[src/rtl/host_ctrl.sv]
// host_ctrl: sequences one accelerator run over a simple register-access
// request/response channel. It writes the run arguments, launches the run,
// polls the control register until the finish bit (bit 1) is set or the poll
// budget runs out, then reads back the cycle counter.
module host_ctrl #(
    parameter int          HOST_ADDR_BITS = 8,
    parameter int          HOST_DATA_BITS = 32,
    parameter logic [15:0] POLL_MAX       = 16'd1024
) (
    input  logic                      clock,
    input  logic                      reset,
    input  logic                      start,
    input  logic [HOST_DATA_BITS-1:0] cfg_length,
    input  logic [HOST_DATA_BITS-1:0] cfg_a_addr,
    input  logic [HOST_DATA_BITS-1:0] cfg_b_addr,
    input  logic [HOST_DATA_BITS-1:0] cfg_c_addr,
    output logic                      host_req_valid,
    output logic                      host_req_opcode,
    output logic [HOST_ADDR_BITS-1:0] host_req_addr,
    output logic [HOST_DATA_BITS-1:0] host_req_value,
    input  logic                      host_req_deq,
    input  logic                      host_resp_valid,
    input  logic [HOST_DATA_BITS-1:0] host_resp_bits,
    output logic                      busy,
    output logic                      done,
    output logic                      timeout,
    output logic [HOST_DATA_BITS-1:0] cycles
);

    // Accelerator register map (byte addresses).
    localparam logic [HOST_ADDR_BITS-1:0] ADDR_CTRL   = HOST_ADDR_BITS'('h00);
    localparam logic [HOST_ADDR_BITS-1:0] ADDR_CYCLES = HOST_ADDR_BITS'('h04);
    localparam logic [HOST_ADDR_BITS-1:0] ADDR_LENGTH = HOST_ADDR_BITS'('h08);
    localparam logic [HOST_ADDR_BITS-1:0] ADDR_A      = HOST_ADDR_BITS'('h0c);
    localparam logic [HOST_ADDR_BITS-1:0] ADDR_B      = HOST_ADDR_BITS'('h10);
    localparam logic [HOST_ADDR_BITS-1:0] ADDR_C      = HOST_ADDR_BITS'('h14);

    localparam logic OP_WRITE = 1'b1;
    localparam logic OP_READ  = 1'b0;

    typedef enum logic [3:0] {
        IDLE,
        WR_LEN,
        WR_A,
        WR_B,
        WR_C,
        WR_LAUNCH,
        POLL_REQ,
        POLL_RESP,
        CYC_REQ,
        CYC_RESP,
        DONE
    } state_t;

    state_t                    state;
    logic [HOST_DATA_BITS-1:0] length_reg;
    logic [HOST_DATA_BITS-1:0] a_reg;
    logic [HOST_DATA_BITS-1:0] b_reg;
    logic [HOST_DATA_BITS-1:0] c_reg;
    logic [15:0]               poll_count;
    logic [15:0]               poll_count_next;

    assign poll_count_next = poll_count + 16'd1;

    // Run sequencer; every output is registered and set up on the transition
    // into the state that owns it, so a request is stable while it waits for deq.
    always_ff @(posedge clock) begin
        if (!reset) begin
            state           <= IDLE;
            length_reg      <= '0;
            a_reg           <= '0;
            b_reg           <= '0;
            c_reg           <= '0;
            poll_count      <= '0;
            host_req_valid  <= 1'b0;
            host_req_opcode <= 1'b0;
            host_req_addr   <= '0;
            host_req_value  <= '0;
            busy            <= 1'b0;
            done            <= 1'b0;
            timeout         <= 1'b0;
            cycles          <= '0;
        end else begin
            done <= 1'b0;
            case (state)
                IDLE: begin
                    if (start) begin
                        length_reg      <= cfg_length;
                        a_reg           <= cfg_a_addr;
                        b_reg           <= cfg_b_addr;
                        c_reg           <= cfg_c_addr;
                        poll_count      <= '0;
                        timeout         <= 1'b0;
                        cycles          <= '0;
                        busy            <= 1'b1;
                        host_req_valid  <= 1'b1;
                        host_req_opcode <= OP_WRITE;
                        host_req_addr   <= ADDR_LENGTH;
                        host_req_value  <= cfg_length;
                        state           <= WR_LEN;
                    end
                end
                WR_LEN: begin
                    if (host_req_deq) begin
                        host_req_addr  <= ADDR_A;
                        host_req_value <= a_reg;
                        state          <= WR_A;
                    end
                end
                WR_A: begin
                    if (host_req_deq) begin
                        host_req_addr  <= ADDR_B;
                        host_req_value <= b_reg;
                        state          <= WR_B;
                    end
                end
                WR_B: begin
                    if (host_req_deq) begin
                        host_req_addr  <= ADDR_C;
                        host_req_value <= c_reg;
                        state          <= WR_C;
                    end
                end
                WR_C: begin
                    if (host_req_deq) begin
                        host_req_addr  <= ADDR_CTRL;
                        host_req_value <= HOST_DATA_BITS'(1);
                        state          <= WR_LAUNCH;
                    end
                end
                WR_LAUNCH: begin
                    if (host_req_deq) begin
                        host_req_opcode <= OP_READ;
                        host_req_addr   <= ADDR_CTRL;
                        host_req_value  <= '0;
                        state           <= POLL_REQ;
                    end
                end
                POLL_REQ: begin
                    if (host_req_deq) begin
                        host_req_valid <= 1'b0;
                        state          <= POLL_RESP;
                    end
                end
                POLL_RESP: begin
                    if (host_resp_valid) begin
                        if (host_resp_bits[1]) begin
                            host_req_valid <= 1'b1;
                            host_req_addr  <= ADDR_CYCLES;
                            state          <= CYC_REQ;
                        end else begin
                            poll_count <= poll_count_next;
                            if (poll_count_next == POLL_MAX) begin
                                timeout <= 1'b1;
                                done    <= 1'b1;
                                state   <= DONE;
                            end else begin
                                host_req_valid <= 1'b1;
                                state          <= POLL_REQ;
                            end
                        end
                    end
                end
                CYC_REQ: begin
                    if (host_req_deq) begin
                        host_req_valid <= 1'b0;
                        state          <= CYC_RESP;
                    end
                end
                CYC_RESP: begin
                    if (host_resp_valid) begin
                        cycles <= host_resp_bits;
                        done   <= 1'b1;
                        state  <= DONE;
                    end
                end
                DONE: begin
                    busy  <= 1'b0;
                    state <= IDLE;
                end
                default: begin
                    host_req_valid <= 1'b0;
                    busy           <= 1'b0;
                    state          <= IDLE;
                end
            endcase
        end
    end

endmodule

[config.mk]
export PLATFORM = sky130hd
export DESIGN_NAME = host_ctrl
export DESIGN_NICKNAME = d
export VERILOG_FILES = /design/src/rtl/host_ctrl.sv
export SDC_FILE = /design/constraint.sdc
export NUM_CORES = 1
export LEC_CHECK = 0
export CAP_MARGIN = 20
export CORE_UTILIZATION = 51
export CTS_CLUSTER_DIAMETER = 40
export DETAILED_ROUTE_END_ITERATION = 10
export PLACE_DENSITY = 0.95
export SETUP_SLACK_MARGIN = 0.1
export SLEW_MARGIN = 20
export SYNTH_ARGS = -nofsm -noshare
export SYNTH_HDL_FRONTEND = slang
export SYNTH_SLANG_ARGS = --single-unit
[constraint.sdc]
create_clock -name clock -period 5.75 [get_ports clock]
set_input_delay 0.8625 -clock clock [delete_from_list [all_inputs] [get_ports clock]]
set_output_delay 0.8625 -clock clock [all_outputs]
set_load 0.02 [all_outputs]
==> results.ini, run 1 <==
[sta]
finalMaxSlewViolations=0
worstMarginPinSlew_ns=1.06
fin_crit_ns=2.85
fmax_mhz=351
slew-limit-headroom_pct=29.6
setup_viol=0
hold_viol=0
setup_slack_ns=2.90
rsz0062_at_grt=false
fin_tns_setup_ns=0
fin_crit_sh_pct=49.6
clock_skew_ns=0.0162

[placement]
gp_congestion=0.880
dp_hpwl_um=15200
io_buffers=236
place_ws_ns=2.51
dp.cells=1405

[yosys]
synth_edf_count=0
post-synth-top-area-fraction_pct=46.4
synth_top_flop_cell=dfxtp_1
synth_cell_type_count=73
syn_avg_cell_area_um2=7.80
syn-instance-count=1039
synth_top_area_cell=dfxtp_1
synth_common_cells=276 x nand2_1, 218 x a21oi_1, 188 x dfxtp_1
ys_seq_elements=188
syn-cell-area_um2=8110
async_flop_share_pct=0
ys_seq_area_share_pct=46.4
yosys_warnings=0
synth_area_leaders=dfxtp_1 46%, a21oi_1 13%, nand2_1 13%
yosysMostFrequentCell=nand2_1

[critical_path]
worstReg2RegEnd=host_req_value[13]$_SDFFE_PN0P_
required_ns=6.07
r2r_cells=7
worstReg2RegStart=state[2]$_SDFFE_PN0P_
r2r_slack_ns=2.90
critPathMaxFanout=26
startpoint_type=flip-flop
arrival_ns=3.17
crit_type=reg2reg
endpoint_kind=flip-flop

[global_routing]
grt_max_degree=99
grt_pass1_vias=7626
antenna_found_initial=0
grtUsageTotal_pct=28.1
grt_pass1_wl_um=36500
gr-total-overflow=0

[die]
die_h_um=128
fp.dieW_um=128
die-area_um2=16400
core.rowCount=45
core_area_um2=15400
floorplan.initialDensity_pct=52.7
pin_count=242

[routing]
vias=8215
vias_per_cell=5.72
final_antenna_net_count=0
wl_per_cell_um=16.2
drt_iter0_markers=837
drc=0
firstDrtPassIters=6
drt_wl_total_um=23300

[run_status]
status=completed

[clock_network]
htree_levels=4
clk_latency_ns=0.45
root_buffer=clkbuf_16
tritoncts=done
hold_buffers=0
post_cts_resized=0
cts.sinks=188
postCtsSetupBuffers=0
cts_buffers=17
ctsLongestPathBuffers=2
path_clk_slew_ns=0.08

[cells_and_area]
fin_cells=1437
final_util_pct=71.2
area_growth_pct=35.1
nNetsFinal=1379
drive_above_1_share_pct=5.46
diodes=0

[worst_hold_path]
min_path_type=reg2reg
hold_path_depth=2
hold_end=cycles[13]$_SDFFE_PN0P_
holdCritStartpoint=cycles[13]$_SDFFE_PN0P_

[power]
ir_drop_v=0.000255
powerDensity_nw_per_um2=414
power_leakage_nw=3.85

[job]
drv_cap=0

## worst max path at each step
stage	startpoint	to	slack, ns	depth (start not counted)
finish	state[2]$_SDFFE_PN0P_	host_req_value[13]$_SDFFE_PN0P_	2.90	7
global route	state[2]$_SDFFE_PN0P_	poll_count[6]$_SDFFE_PN0P_	2.64	5
CTS	state[2]$_SDFFE_PN0P_	host_req_value[13]$_SDFFE_PN0P_	2.88	7
detailed placement	start	cycles[29]$_SDFFE_PN0P_	2.51	6
global placement	start	cycles[20]$_SDFFE_PN0P_	2.56	6
floorplan	start	a_reg[22]$_SDFFE_PN0P_	3.51	7
## per-layer routing
metal	up-vias	routed length (um)	global-route usage, %
met4	0	729	12.9
met5	-	0	0
met2	367	11400	47.9
met1	3838	9550	33.3
met3	60	1610	6.80
li1	3950	-	-
## kinds of logic (layout without fill, tap and decap cells)
| group | Yosys count | in the layout | share of synthesized area, % |
|---|---|---|---|
| compound gates | 299 | 299 | 22.0 |
| flops | 188 | 188 | 46.4 |
| mux | 1 | 1 | 0.139 |
| fa+ha+maj | 1 | 1 | 0.154 |
| buf+inv | 105 | 288 | 6.51 |
| simple gates | 438 | 438 | 24.1 |
| other cells | 1 | 5 | 0.0463 |
| xor+xnor | 6 | 6 | 0.648 |
## critical path, stage by stage (launching register included)
cell and delay [ns]:
dfxtp_1 0.96, nor2_1 0.20, and3_1 0.46, buf_4 0.33, a222oi_1 0.47, a21oi_1 0.12
a21oi_1 0.14, nor2_1 0.05
## layout make-up
cell class,count,area (um^2)
inverter,9,36.3
timing repair buffer,247,2440
clock inverter,15,154
sequential,188,3760
fill,1139,4420
clock buffer,17,425
tap,211,264
multi-input combinational,750,3860
## where the power goes
| part | leakage, nW | internal, W | switching [W] | total, W |
|---|---|---|---|---|
| logic | 2.03 | 0.000624 | 0.00106 | 0.00168 |
| clock network | 0.283 | 0.000579 | 0.000568 | 0.00115 |
| registers | 1.54 | 0.00154 | 0.000168 | 0.00171 |
| total | 3.85 | 0.00274 | 0.00179 | 0.00454 |
## per-stage QoR
stage,power (W),hold WS [ns],cell area (um^2)
after global routing,0.00478,0.467,11000
after CTS,0.00453,0.453,11000
after global placement,0.00332,0.438,10400
after floorplan,0.00284,0.433,8120
final,0.00454,0.452,11000
after detailed placement,0.00339,0.443,10400
## cell usage in the layout, fill, tap and decap left out, drive strengths merged, types with 5 or more instances in the layout
master         count
a21oi            220
a222oi            32
buf               11
clkbuf            17
clkdlybuf4s50    236
clkinv             7
conb               5
dfxtp            188
inv               16
nand2            277
nand3             40
nand4             10
nor2              61
nor3              10
o21ai             16
or3                7
No activity file was read; power rests on OpenSTA's default activity.
==> run 2: changes to the inputs <==
- CORE_UTILIZATION: 51 -> 43
- PLACE_DENSITY: 0.95 -> 0.86
- clock period: 5.75 -> 2.35 ns (I/O delays scaled with it)
==> results.ini, run 2 (synthesis results as in run 1) <==
[critical_path]
endpoint_kind=flip-flop  ; unchanged
required_ns=2.72  ; was 6.07 ns
worstPathCellList=nand4_1 -> nor4_2 -> xor2_1 -> nand4bb_1 -> nor3b_4 -> o221a_1  ; was nor2_1 -> and3_1 -> buf_4 -> a222oi_1 -> a21oi_1 -> a21oi_1 -> nor2_1
arrival_ns=2.47  ; was 3.17 ns
crit_type=reg2reg  ; unchanged
startpoint_type=flip-flop  ; unchanged
crit_slowest_cell=dfxtp_1  ; unchanged
critPathMaxFanout=9  ; was 26
cp_slowest_stage_delay_ns=0.49  ; was 0.96 ns

[global_routing]
grt_pass1_vias=7910  ; was 7626
grt_pass1_wl_um=38600  ; was 36500 um
gr-total-overflow=0  ; unchanged
grt_max_degree=66  ; was 99
grtUsageTotal_pct=24.5  ; was 28.1%
antenna_found_initial=1  ; was 0

[power]
power_frac_clock_pct=24.2  ; was 25.3%
power_frac_seq_pct=35.8  ; was 37.6%
power.total_w=0.0115  ; was 0.00454 W
combPwrFrac_pct=40.0  ; was 37.1%
powerDensity_nw_per_um2=1010  ; was 414 nW/um^2
power_leakage_nw=4.07  ; was 3.85 nW
ir_drop_v=0.000595  ; was 0.000255 V
swShare_pct=38.6  ; was 39.5%
p_int_w=0.00707  ; was 0.00274 W
p_switching_w=0.00446  ; was 0.00179 W

[clock_network]
ctsLongestPathBuffers=2  ; unchanged
htree_levels=4  ; unchanged
cts_buffers=17  ; unchanged
tritoncts=done  ; unchanged
hold_buffers=0  ; unchanged
cts.sinks=188  ; unchanged
root_buffer=clkbuf_16  ; unchanged
path_clk_slew_ns=0.08  ; about the same
clk_latency_ns=0.43  ; was 0.45 ns

[routing]
vias=8268  ; was 8215
final_antenna_net_count=0  ; unchanged
wl_per_cell_um=16.3  ; was 16.2 um
vias_per_cell=5.55  ; was 5.72
drt_iter0_markers=688  ; was 837
drc=0  ; unchanged
drt_wl_total_um=24300  ; was 23300 um
firstDrtPassIters=7  ; was 6

[placement]
placed_area_um2=10800  ; was 10400 um^2
gp_congestion=0.868  ; was 0.880
dp_hpwl_um=16700  ; was 15200 um
io_buffers=236  ; unchanged

[cells_and_area]
post-route-cell-area_um2=11400  ; was 11000 um^2
nNetsFinal=1413  ; was 1379
layout_common_cells=276 x nand2_1, 236 x clkdlybuf4s50_1, 217 x a21oi_1, 183 x dfxtp_1, 61 x nor2_1  ; was 276 x nand2_1, 236 x clkdlybuf4s50_1, 217 x a21oi_1, 188 x dfxtp_1, 61 x nor2_1
final_util_pct=62.5  ; was 71.2%
drive_above_1_share_pct=8.49  ; was 5.46%
area_growth_pct=40.4  ; was 35.1%
final_common_cell=nand2_1  ; unchanged
diodes=0  ; unchanged

[sta]
fmax_mhz=475  ; was 351 MHz
fin_crit_sh_pct=89.6  ; was 49.6%
hold_viol=0  ; unchanged
timing.hold.ws_ns=0.451  ; was 0.452 ns
finalMaxSlewViolations=0  ; unchanged
clock_skew_ns=0.0109  ; was 0.0162 ns
fin_tns_setup_ns=0  ; unchanged
fin_crit_ns=2.10  ; was 2.85 ns
setup_viol=0  ; unchanged
rsz0062_at_grt=false  ; unchanged

[run_status]
status=completed  ; unchanged

[die]
core.rowCount=49  ; was 45
die-area_um2=19400  ; was 16400 um^2
fp.dieW_um=139  ; was 128 um
die_h_um=139  ; was 128 um
core_area_um2=18200  ; was 15400 um^2
pin_count=242  ; unchanged
floorplan.initialDensity_pct=44.5  ; was 52.7%

[worst_hold_path]
min_path_type=reg2reg  ; unchanged

[job]
drv_cap=0  ; unchanged

-- run 2: cell count changes in the layout (fill, tap and decap cells not counted) --
cell | before | now
nor4_1 | 2 | 1
buf_12 | 0 | 11
nor4_2 | 1 | 2
clkinv_4 | 4 | 3
dfxtp_2 | 0 | 5
clkinvlp_4 | 1 | 2
nor3b_2 | 1 | 0
dfxtp_1 | 188 | 183
nor3b_4 | 0 | 1
buf_4 | 11 | 34
-- run 2: power by group through the flow --
stage	sequential, W	clock, W	combinational [W]
floorplan	0.00437	0	0.00258
global placement	0.00416	0	0.00447
detailed placement	0.00418	0	0.00458
CTS	0.00411	0.00284	0.00460
global route	0.00419	0.00298	0.00504
finish	0.00412	0.00279	0.00461
-- run 2: worst paths after layout --
| kind | start | endpoint | slack [ns] | cells past startpoint |
|---|---|---|---|---|
| worst min-delay path | cycles[20]$_SDFFE_PN0P_ | cycles[20]$_SDFFE_PN0P_ | 0.45 | 2 |
| worst max register to register | poll_count[7]$_SDFFE_PN0P_ | state[3]$_SDFFE_PN0P_ | 0.25 | 6 |
| worst max-delay path | poll_count[7]$_SDFFE_PN0P_ | state[3]$_SDFFE_PN0P_ | 0.25 | 6 |
| worst min register to register | cycles[20]$_SDFFE_PN0P_ | cycles[20]$_SDFFE_PN0P_ | 0.45 | 2 |
-- run 2: repair_timing --
| item | 4_1_cts | 5_1_grt |
|---|---|---|
| buffers inserted | 0 | 1 |
| resized for setup | 0 | 7 |
| endpoints found under the setup margin | 0 | 7 |
-- run 2: worst max-delay path, delay by kind of cell, from the launching register on --
family	cells	cell delay, ns
xor gates and xnor gates	1	0.16
and+or+nand+nor	4	1.16
DFF	1	0.49
AOI/OAI and AO/OA	1	0.23
-- run 2: metal layers --
| layer | wire, um | global-route usage, % | up-vias |
|---|---|---|---|
| met5 | 13 | 0 | - |
| li1 | - | - | 4015 |
| met2 | 11900 | 41.2 | 322 |
| met1 | 10200 | 30.2 | 3891 |
| met3 | 1680 | 6.23 | 38 |
| met4 | 537 | 9.18 | 2 |
-- run 2: metrics by stage --
step	std cells	setup WS, ns
CTS	1488	0.199
finish	1489	0.245
global route	1489	0.122
global placement	1456	0.102
detailed placement	1456	0.0444
floorplan	1043	0.252
-- run 2: area by class of cell --
cell class	count	area (um^2)
tap	229	287
multi-input combinational	750	3870
fill	1530	6830
clock inverter	15	153
clock buffer	17	425
inverter	9	36.3
timing repair buffer	281	2840
sequential	188	3770
